## src/rtl/cut_pack_pkg.sv

```systemverilog
// Shared types and constants for the cut-data packer: FSM states, lane/word counter sizing
// and the reserved field of the optional sector header.
package cut_pack_pkg;

    typedef enum logic [1:0] {
        IDLE  = 2'd0,
        RUN   = 2'd1,
        FLUSH = 2'd2
    } state_t;

    localparam int LANE_W = 2;
    localparam logic [15:0] HDR_RSVD = 16'h0000;

    function automatic int word_cnt_width(input int sector_words);
        return (sector_words > 1) ? $clog2(sector_words) : 1;
    endfunction

endpackage

```

## src/rtl/cut_dat_packer_edge_sync.sv

```systemverilog
// Two-flop synchroniser for a level control input with a one-cycle rising-edge pulse output.
module edge_sync (
    input  logic clk,
    input  logic reset_n,
    input  logic i_din,
    output logic o_rise
);

    logic r_reg0;
    logic r_reg1;

    always_ff @(posedge clk or negedge reset_n) begin
        if (!reset_n) begin
            r_reg0 <= 1'b0;
            r_reg1 <= 1'b0;
        end else begin
            r_reg0 <= i_din;
            r_reg1 <= r_reg0;
        end
    end

    assign o_rise = r_reg0 & ~r_reg1;

endmodule

```

## src/rtl/cut_dat_packer.sv

```systemverilog
// Packs 16-bit cut-stage words into 64-bit words grouped in padded fixed-length sectors.
// Define CUT_PACK_HDR_EN to place a {HDR_SYNC, 0, sector_cnt} header in slot 0 of each sector.
module cut_dat_packer
    import cut_pack_pkg::*;
#(
    parameter int          SECTOR_WORDS = 64,
    parameter logic [15:0] PAD_WORD     = 16'hFFFF,
    parameter logic [15:0] HDR_SYNC     = 16'hEB90
) (
    input  logic        clk,
    input  logic        reset_n,
    input  logic        start_en,
    input  logic        stop_en,
    input  logic        en_in,
    input  logic [15:0] dat_in,
    input  logic        fifo_full,
    output logic        wr_en,
    output logic [63:0] wr_dat,
    output logic        sector_done,
    output logic [31:0] sector_cnt,
    output logic        ovf_flag,
    output logic        busy
);

    localparam int WCW = word_cnt_width(SECTOR_WORDS);
    localparam logic [WCW-1:0] LAST_WORD = WCW'(SECTOR_WORDS - 1);
    localparam logic [LANE_W-1:0] LAST_LANE = LANE_W'(3);

    state_t             r_state, w_state_next;
    logic [LANE_W-1:0]  r_lane_cnt, w_lane_cnt_next;
    logic [2:0][15:0]   r_lane, w_lane_next;
    logic [WCW-1:0]     r_word_cnt, w_word_cnt_next;
    logic [31:0]        r_sector_cnt, w_sector_cnt_next;
    logic               r_ovf, w_ovf_next;
    logic               r_wr_en, w_wr_en_next;
    logic [63:0]        r_wr_dat, w_wr_dat_next;
    logic               r_sector_done, w_sector_done_next;

    logic               w_start_rise;
    logic               w_stop_rise;
    logic               w_hdr_pending;
    logic [63:0]        w_hdr_word;
    logic [63:0]        w_pack_word;
    logic [63:0]        w_flush_word;
    logic               w_do_write;
    logic [63:0]        w_write_word;

    edge_sync u_start_sync (
        .clk     (clk),
        .reset_n (reset_n),
        .i_din   (start_en),
        .o_rise  (w_start_rise)
    );

    edge_sync u_stop_sync (
        .clk     (clk),
        .reset_n (reset_n),
        .i_din   (stop_en),
        .o_rise  (w_stop_rise)
    );

`ifdef CUT_PACK_HDR_EN
    assign w_hdr_pending = (r_word_cnt == '0);
`else
    assign w_hdr_pending = 1'b0;
`endif

    assign w_hdr_word  = {HDR_SYNC, HDR_RSVD, r_sector_cnt};
    assign w_pack_word = {r_lane[0], r_lane[1], r_lane[2], dat_in};

    // Lanes already filled keep their data; the rest of the open word becomes padding.
    for (genvar gi = 0; gi < 3; gi++) begin : g_flush_lane
        assign w_flush_word[63-16*gi -: 16] = (r_lane_cnt > LANE_W'(gi)) ? r_lane[gi] : PAD_WORD;
    end
    assign w_flush_word[15:0] = PAD_WORD;

    always_comb begin
        w_state_next       = r_state;
        w_lane_cnt_next    = r_lane_cnt;
        w_lane_next        = r_lane;
        w_word_cnt_next    = r_word_cnt;
        w_sector_cnt_next  = r_sector_cnt;
        w_ovf_next         = r_ovf;
        w_wr_en_next       = 1'b0;
        w_wr_dat_next      = '0;
        w_sector_done_next = 1'b0;
        w_do_write         = 1'b0;
        w_write_word       = '0;

        case (r_state)
            IDLE: begin
                if (w_start_rise) begin
                    w_state_next      = RUN;
                    w_lane_cnt_next   = '0;
                    w_word_cnt_next   = '0;
                    w_sector_cnt_next = '0;
                    w_ovf_next        = 1'b0;
                end
            end
            RUN: begin
                if (w_stop_rise) begin
                    if (r_lane_cnt == '0 && r_word_cnt == '0) begin
                        w_state_next = IDLE;
                    end else begin
                        w_state_next = FLUSH;
                    end
                end else if (en_in) begin
                    if (w_hdr_pending) begin
                        if (fifo_full) begin
                            w_ovf_next = 1'b1;
                        end else begin
                            w_do_write   = 1'b1;
                            w_write_word = w_hdr_word;
                        end
                    end
                    if (r_lane_cnt != LAST_LANE) begin
                        w_lane_next[r_lane_cnt] = dat_in;
                        w_lane_cnt_next         = r_lane_cnt + 1'b1;
                    end else begin
                        w_lane_cnt_next = '0;
                        // A still-pending header owns the single write slot, so the payload word is lost.
                        if (w_hdr_pending || fifo_full) begin
                            w_ovf_next = 1'b1;
                        end else begin
                            w_do_write   = 1'b1;
                            w_write_word = w_pack_word;
                        end
                    end
                end
            end
            FLUSH: begin
                if (r_sector_done) begin
                    w_state_next = IDLE;
                end else if (!fifo_full) begin
                    w_do_write = 1'b1;
                    if (w_hdr_pending) begin
                        w_write_word = w_hdr_word;
                    end else begin
                        w_write_word    = w_flush_word;
                        w_lane_cnt_next = '0;
                    end
                end
            end
            default: begin
                w_state_next = IDLE;
            end
        endcase

        if (w_do_write) begin
            w_wr_en_next  = 1'b1;
            w_wr_dat_next = w_write_word;
            if (r_word_cnt == LAST_WORD) begin
                w_word_cnt_next    = '0;
                w_sector_done_next = 1'b1;
                w_sector_cnt_next  = r_sector_cnt + 32'd1;
            end else begin
                w_word_cnt_next = r_word_cnt + 1'b1;
            end
        end
    end

    always_ff @(posedge clk or negedge reset_n) begin
        if (!reset_n) begin
            r_state       <= IDLE;
            r_lane_cnt    <= '0;
            r_lane        <= '0;
            r_word_cnt    <= '0;
            r_sector_cnt  <= '0;
            r_ovf         <= 1'b0;
            r_wr_en       <= 1'b0;
            r_wr_dat      <= '0;
            r_sector_done <= 1'b0;
        end else begin
            r_state       <= w_state_next;
            r_lane_cnt    <= w_lane_cnt_next;
            r_lane        <= w_lane_next;
            r_word_cnt    <= w_word_cnt_next;
            r_sector_cnt  <= w_sector_cnt_next;
            r_ovf         <= w_ovf_next;
            r_wr_en       <= w_wr_en_next;
            r_wr_dat      <= w_wr_dat_next;
            r_sector_done <= w_sector_done_next;
        end
    end

    assign wr_en       = r_wr_en;
    assign wr_dat      = r_wr_dat;
    assign sector_done = r_sector_done;
    assign sector_cnt  = r_sector_cnt;
    assign ovf_flag    = r_ovf;
    assign busy        = (r_state != IDLE);

endmodule

```

## config.mk

```make
export PLATFORM = sky130hd
export DESIGN_NAME = cut_dat_packer
export DESIGN_NICKNAME = d
export VERILOG_FILES = /design/src/rtl/cut_pack_pkg.sv /design/src/rtl/cut_dat_packer_edge_sync.sv /design/src/rtl/cut_dat_packer.sv
export SDC_FILE = /design/constraint.sdc
export NUM_CORES = 1
export LEC_CHECK = 0
export ABC_AREA = 1
export CAP_MARGIN = 40
export CORE_ASPECT_RATIO = 1.1
export CORE_MARGIN = 2
export CORE_UTILIZATION = 40
export CTS_CLUSTER_DIAMETER = 200
export DETAILED_ROUTE_END_ITERATION = 6
export PLACE_DENSITY = 0.66
export SLEW_MARGIN = 40
export SYNTH_ARGS = -nofsm -noshare
export SYNTH_HDL_FRONTEND = slang
export SYNTH_SLANG_ARGS = --single-unit
```

## constraint.sdc

```tcl
create_clock -name clk -period 2.2 [get_ports clk]
set_input_delay 0.44 -clock clk [delete_from_list [all_inputs] [get_ports clk]]
set_output_delay 0.44 -clock clk [all_outputs]
set_load 0.01 [all_outputs]
```

==> out/qor.csv, run 1 <==
metric,value,unit
critPathSlowestCell,clkdlybuf4s50_1,
startpoint,sector_cnt[6],
async_reset_ff_frac,1.00,
finalSetupViolations,0,
drc,0,
cts_buffers,17,
synth_area,6970,um^2
synth_edf_count,0,
syn_area_per_cell,8.65,um^2
p_leak,4.20,nW
p_comb_frac,0.202,
clkLatencyLatePin,420,ps
critPathMaxStageDelay,600,ps
portBuffers,121,
holdPathEnd,u_stop_sync.r_reg1,
ant_nets,0,
startpoint_type,flop,
finalMaxSlewViolations,0,
yosysMostFrequentCell,nand2_1,
cp.required,1760,ps
pwr-share-clk,0.345,
cp_num_cells,1,
antenna_cells,0,
layout.nets,971,
num_rows,50,
cts_tree,done,
max_freq,0.503,GHz
end_kind,primary output,
final_area,9150,um^2
drv_cap,0,
yosysTopAreaCell,dfrtp_1,
final.setup_skew,9.06,ps
drive_gt1_frac,0.0757,
status,"complete, no violations",
cts-htree-levels,4,
dpl.cell_count,1152,
die_w,130,um
arrival,1550,ps
internal-power,5.71,mW
r2r_slack,300,ps
path_class,reg -> out,
power_density,894,nW/um^2
hp-class,reg -> reg,
final_core_util,0.536,
die_y,142,um
power.switching,2.48,mW
hold_viol_final,0,
switching_share,0.302,
place_hpwl,11.5,mm
vias,5566,
gp_congestion,0.822,
p_seq_frac,0.454,
reg2reg_depth,8,
cp_num_buf_inv,1,
cp_top_family,buffers and inverters,
grt_util_all_layers,0.188,
fin_hold_ws,372,ps
whs_path_depth,0,
setup_slack,211,ps
initial_core_util,0.408,
fin_crit,1990,ps
path_clk_slew,60,ps
dr.pass1.iters,5,
syn_to_final_growth,31.3,%
ys_top_cells_by_area,"dfrtp_1, nand2_1, inv_1",
grt_pass1_wl,26.8,mm
timing.rr.start,r_state[1],
synth_cell_types,32,
synth_seq_cells,161,
rsz0062_at_grt,false,
dpl_cell_area,8560,um^2
synthCells,806,
dieArea,18500,um^2
r2r-end,sector_cnt[9],
worst_pin_slew,487,ps
synth_nets,839,
fin_setup_tns,0,ps
viasPerCell,4.70,
fin_cells,1185,
slew_headroom,0.674,
synth_ff_type,dfrtp_1,
routed_wl,16.6,mm
clkSinkCount,161,
crit_fanout,6,
power,8.19,mW
io_pins,122,
nFillCells,1600,
core,17100,um^2
synth_commonest_cells,"nand2_1, dfrtp_1, inv_1, a21oi_1, o21ai_0",
first_global_vias,5276,
pre_cts_slack,70.7,ps
peakVddDrop,0.000576,V
synth_sequential_area_ratio,0.578,
synth_top_area_frac,0.578,
wl_per_cell,14.0,um
yosys_warnings,0,
fin_crit_sh,0.904,
path_cells,clkdlybuf4s50_1,
min-delay-start,u_stop_sync.r_reg0,
grt_max_degree,65,
drt_iter0_drc,325,
cts-root-buf,clkbuf_16,
antenna_found_initial,0,
cts_buffer_depth,2,
grt-ovfl-total,0,
==> registers in the layout (all words and copies together) (netlist names) <==
register             cells
sector_done              1
sector_cnt              32
wr_dat                  64
r_lane                  48
u_start_sync.r_reg0      1
ovf_flag                 1
r_lane_cnt               2
r_state                  2
r_word_cnt               6
u_stop_sync.r_reg1       1
u_start_sync.r_reg1      1
wr_en                    1
u_stop_sync.r_reg0       1
==> power groups by stage <==
stage / sequential [mW] / combinational (mW) / clock, mW
after floorplan: 3.74 / 1.02 / 0
after global placement: 3.74 / 1.59 / 0
after detailed placement: 3.76 / 1.63 / 0
after CTS: 3.71 / 1.68 / 2.87
after global routing: 3.77 / 1.91 / 3.01
final: 3.71 / 1.65 / 2.82
==> worst max-delay path by stage <==
stage                                end
after detailed placement  sector_cnt[18]
after floorplan           sector_cnt[21]
after global routing      sector_cnt[24]
after CTS                           busy
final                      sector_cnt[6]
after global placement    sector_cnt[20]
==> cells in the final DEF, fill, tap and decap left out, types with 2 or more instances in the layout <==
cell type / count
o21ai_0: 61
nand3b_1: 2
xnor2_1: 2
nor3_1: 10
xor2_1: 6
dfrtp_1: 161
clkbuf_16: 17
buf_12: 5
nor2_1: 56
nand2_2: 2
ha_1: 10
inv_1: 114
nand2_1: 195
a21oi_1: 82
clkinv_4: 3
o21ai_1: 8
clkinvlp_4: 4
buf_4: 14
inv_2: 2
nor2_4: 2
nand4_1: 10
clkinv_2: 3
clkdlybuf4s50_1: 119
o22ai_1: 3
inv_8: 2
nand3_1: 35
nor2_2: 8
==> repair_timing <==
item,4_1_cts,5_1_grt
hold endpoints to repair,49,0
endpoints found under the setup margin,1,0
setup buffers,0,0
hold buffers,1,0
gates resized for setup,3,0
==> metal layers <==
layer | part of all wire | wire length [um] | up-vias | track usage
met2 | 0.49 | 8130 | 147 | 0.316
met4 | 0.018 | 295 | 0 | 0.0673
met3 | 0.051 | 847 | 19 | 0.0365
li1 | - | - | 2810 | -
met5 | 0 | 0 | - | 0
met1 | 0.44 | 7370 | 2590 | 0.241
==> cell type report <==
type / instances / area, um^2 / area share
inverter: 116 / 435 / 0.0476
clock inverter: 14 / 133 / 0.0145
timing repair buffer: 141 / 1430 / 0.156
clock buffer: 18 / 439 / 0.0480
sequential: 161 / 4030 / 0.440
multi-input combinational: 501 / 2400 / 0.262
tap: 234 / 293 / 0.0320
==> kinds of logic (layout without fill, tap and decap cells) <==
logic type                 after synthesis  count (layout)  synth area share
AOI/OAI and AO/OA                      155             155             0.112
xor gates and xnor gates                 8               8            0.0100
adders and majority gates               11              11            0.0197
buffers and inverters                  144             289            0.0802
DFF                                    161             161             0.578
and+or+nand+nor                        327             327             0.200
Note: power is estimated with default switching activity, not from simulation.
==> run 2, diff against run 1 <==
--- a/config.mk
+++ b/config.mk
@@ -12,7 +12,9 @@
 export CORE_UTILIZATION = 40
 export CTS_CLUSTER_DIAMETER = 200
 export DETAILED_ROUTE_END_ITERATION = 6
+export MAX_ROUTING_LAYER = met4
 export PLACE_DENSITY = 0.66
+export SKIP_LAST_GASP = 1
 export SLEW_MARGIN = 40
 export SYNTH_ARGS = -nofsm -noshare
 export SYNTH_HDL_FRONTEND = slang
==> run 2 against run 1 <==
Sequential cell count did not move. Sequential share of layout area did not move. Final cell count did not move. Die area did not move. Largest cell class unchanged. Highest routed layer unchanged.
==> out/qor.csv, run 2 (synthesis results as in run 1) <==
metric,value,unit,change
critPathSlowestCell,dfrtp_1,,
fin_cells,1185,,unchanged
dr.pass1.iters,4,,-1
cts_buffer_depth,2,,unchanged
peakVddDrop,0.000577,V,+0.22%
portBuffers,121,,unchanged
cp_common_cell,inv_1,,
crit_fanout,8,,+2
finalMaxSlewViolations,0,,unchanged
end_kind,primary output,,
power,8.19,mW,about the same
slew_headroom,0.681,,+0.00702
clkSinkCount,161,,unchanged
fin_crit,1990,ps,+3.40 ps
antenna_cells,0,,unchanged
startpoint_type,flop,,
final.setup_skew,9.60,ps,+0.545 ps
drc,0,,unchanged
num_rows,50,,unchanged
cts-root-buf,clkbuf_16,,
drt_iter0_drc,343,,+5.5%
critPathMaxStageDelay,400,ps,-200 ps
hp-class,reg -> reg,,
largest_reg_flops,64,,unchanged
place_hpwl,11.5,mm,unchanged
grt-ovfl-total,0,,unchanged
cts_buffers,17,,unchanged
syn_to_final_growth,31.3,%,unchanged
grt_util_all_layers,0.194,,+0.00634
fin_hold_ws,372,ps,+0.0350 ps
grt_max_degree,65,,unchanged
cts_tree,done,,
core,17100,um^2,unchanged
dpl.cell_count,1152,,unchanged
clkLatencyLatePin,420,ps,about the same
max_freq,0.502,GHz,-0.17%
viasPerCell,4.67,,-0.63%
power_density,895,nW/um^2,about the same
path_clk_slew,60,ps,about the same
die_y,142,um,unchanged
finalSetupViolations,0,,unchanged
p_leak,4.20,nW,unchanged
drive_gt1_frac,0.0757,,unchanged
pre_cts_slack,70.7,ps,unchanged
vias,5531,,-0.63%
dieArea,18500,um^2,unchanged
cts-htree-levels,4,,unchanged
post_cts_buffers,0,,unchanged
fin_setup_tns,0,ps,unchanged
rsz0062_at_grt,false,,
drv_cap,0,,unchanged
hold_viol_final,0,,unchanged
setup_slack,208,ps,-3.40 ps
die_w,130,um,unchanged
routed_wl,16.7,mm,+0.15%
ant_nets,0,,unchanged
layout_commonest_cell,nand2_1,,
fin_crit_sh,0.906,,+0.00155
path_cells,inv_1 > ha_4 > inv_1 > dlygate4sd2_1,,
antenna_found_initial,0,,unchanged
worst_pin_slew,477,ps,-10.5 ps
io_pins,122,,unchanged
gp_congestion,0.835,,+1.5%
initial_core_util,0.408,,unchanged
first_global_vias,5258,,-0.34%
layout.nets,971,,unchanged
cp.required,1760,ps,about the same
arrival,1550,ps,about the same
most-common-layout-cells,"nand2_1, dfrtp_1, clkdlybuf4s50_1, inv_1, a21oi_1",,
path_class,reg -> out,,
status,"complete, no violations",,
grt_pass1_wl,26.9,mm,+0.21%
wl_per_cell,14.1,um,+0.15%
-- run 2: cell counts in the layout (fill, tap and decap cells not counted) --
Identical to the previous run, type by type.
-- run 2: routing by layer --
metal	global-route usage	share of wire	vias to the layer above
met1	0.245	0.45	2556
met3	0.0350	0.047	19
li1	-	-	2811
met4	0.0673	0.020	0
met2	0.315	0.48	145
met5	-	0	-
-- run 2: final cells by class --
type | count | area [um^2]
flip-flops and latches | 161 | 4030
multi-input cells | 501 | 2400
repair buffers | 141 | 1430
clock buffers | 18 | 439
well taps | 234 | 293
fillers | 1600 | 7930
clock inverters | 14 | 133
inverters | 116 | 435
-- run 2: power by group --
group          switching (mW)  internal [mW]
combinational            1.00          0.651
clock                    1.22           1.60
sequential              0.254           3.46
total                    2.48           5.71
-- run 2: per-stage QoR --
stage,area [um^2],utilization
2_1_floorplan,6970,-
6_report,9150,0.536
3_5_place_dp,8560,0.501
3_3_place_gp,8560,0.501
5_1_grt,9150,0.536
4_1_cts,9150,0.536
-- run 2: path summary, 6_finish.rpt --
kind	startpoint	end	slack, ps	depth (start not counted)
worst min register to register	u_stop_sync.r_reg0	u_stop_sync.r_reg1	370	0
min in group asynchronous	reset_n	wr_dat[23]	530	2
worst max register to register	r_state[1]	sector_cnt[9]	280	8
max in group asynchronous	reset_n	wr_en	990	3
worst min-delay path	u_stop_sync.r_reg0	u_stop_sync.r_reg1	370	0
worst max-delay path	r_state[0]	busy	210	4
-- run 2: timing repair --
action,in CTS,in global routing
hold buffers,1,0
endpoints found under the hold margin,49,0
setup endpoints to repair,1,0
resized for setup,3,0
-- run 2: critical path, delay by kind of cell, from the launching register on --
kind / cells / cell delay, ps
adders and majority gates: 1 / 210
buffers and inverters: 3 / 520
DFF: 1 / 400
==> patch (settings of run 1) <==
The option `CUT_PACK_HDR_EN` is turned on by a define.
--- a/src/rtl/cut_dat_packer.sv
+++ b/src/rtl/cut_dat_packer.sv
@@ -1,5 +1,7 @@
 // Packs 16-bit cut-stage words into 64-bit words grouped in padded fixed-length sectors.
 // Define CUT_PACK_HDR_EN to place a {HDR_SYNC, 0, sector_cnt} header in slot 0 of each sector.
+`define CUT_PACK_HDR_EN
+
 module cut_dat_packer
     import cut_pack_pkg::*;
 #(
Function: changed (Yosys sat finds a counterexample within 4 cycles, from zero or initial values and one cycle with reset_n low).
==> patch against run 1 <==
Cell area grew 9.3%; total power grew 7.4%; sequential cell count is the same; synthesized cell count grew 22%; wire length grew 36%; register-to-register slack lost 0.11 ns; sequential power grew 1%; clock skew grew 0.0030 ns; clock power grew 5%; setup slack lost 0.091 ns; area after synthesis grew 13%.
==> patch: results (changes against run 1) <==
outcome=finished clean; Net Sw Frac=33.0% (+2.8 points); CP Capture Point=sector_cnt[2]; Placement Setup Slack=0.0193 ns (-0.0513 ns); Critical Path Fanout Max=10 (+4); Max-Slew Margin vs Limit=52.6% (-15 points); P_clk=2.97 mW (+5%); crit-path max cell delay=0.62 ns (+0.02 ns); main area contributors after synthesis=dfrtp_1, nand2_1, o21ai_0, nor2_1, nand3_1; WL per Instance=16.6 um (+18%); Syn. warnings=0 (unchanged); Distinct cells, synth=31 (-3.1%); XOR/XNOR share of the synthesized area=2.45% (+1.4 points); highest metal used=met4; Hold Crit Endpoint=u_start_sync.r_reg1; static leakage=4.68 nW (+11%); # fillers=1836 (+15%); dpl hpwl=16300 um (+42%); Post-synth top cells=nand2_1, dfrtp_1, o21ai_0; Worst Setup SP=sector_cnt[2]; met2 wire length=10700 um (+31%); VDD IR-drop max=588 uV (+2.2%); path depth of the worst reg2reg path=10 (+2); RR Endpoint=sector_cnt[28]; post-synthesis compound-gate area fraction=11.7% (+0.43 points); H-tree Lvls=4 (unchanged); hold_sp=u_start_sync.r_reg0; met3 WL post-DR=1220 um (+44%); Seq pwr share=42.7% (-2.7 points); dominant synthesized flop cell=dfrtp_1; first-pass GRT wire length=35700 um (+33%); Final #Nets=1130 (+16%); placed instance area=0.00937 mm^2 (+9.5%); global placer's final weighted congestion=0.920 (+12%); Post-Route WL=22600 um (+36%); post-synthesis sequential area ratio=51.2% (-6.6 points); critical path arrival=1.64 ns (+0.09 ns); Clock Skews=0.0120 ns (+0.00296 ns); Total GRT Usage=22.6% (+3.9 points); f_max=481 MHz (-4.4%); Clock transition at path regs=0.06 ns (about the same); placed cell count=1324 (+15%); DRT met1 WL=10100 um (+37%); Adder-Cell Fraction of Synth Area=1.59% (-0.38 points); share of power burned in the clock network=33.8% (-0.7 points); Via-to-Cell Ratio=5.09 (+8.4%); R2R Setup Slk=0.19 ns (-0.11 ns); largest net degree at the start of global routing=53 (-18%); syn nets=1015 (+21%); share of layout cells above drive strength 1=7.47% (-0.10 points); initial drt markers=556 (+71%); mux cell area share after synthesis=0% (unchanged); hold_ws=0.383 ns (+0.0108 ns); Worst-Skew Late Latency=0.44 ns (+0.02 ns); Syn Area/Cell=8.01 um^2 (-7.4%)
-- patch: changes by cell type after synthesis, moves of 9 or more --
| cell | change |
|---|---|
| a21oi_1 | -46 |
| o211ai_1 | +23 |
| nor3_1 | -10 |
| nor2_1 | +25 |
| nand2_1 | +129 |
| xnor2_1 | +9 |
| buf_2 | +9 |
| inv_1 | -43 |
| nand3_1 | +23 |
| o21ai_0 | +39 |
-- patch: final cells by class --
cell class	count	share of cell area, %
inverters	76	2.92
multi-input cells	691	32.8
clock buffers	19	4.43
well taps	247	3.09
flip-flops and latches	161	40.3
clock inverters	13	1.48
repair buffers	151	15.1
-- patch: routing by layer --
layer | vias up | global-route usage [%]
met5 | - | 0
met3 | 37 | 4.18
li1 | 3371 | -
met1 | 3286 | 30.8
met2 | 221 | 35.8
met4 | 0 | 8.98
-- patch: timing repair --
action / in CTS / in global routing
setup buffers: 0 / 1
endpoints found under the setup margin: 1 / 45
hold buffers: 1 / 0
endpoints found under the hold margin: 21 / 0
gates resized for setup: 2 / 5
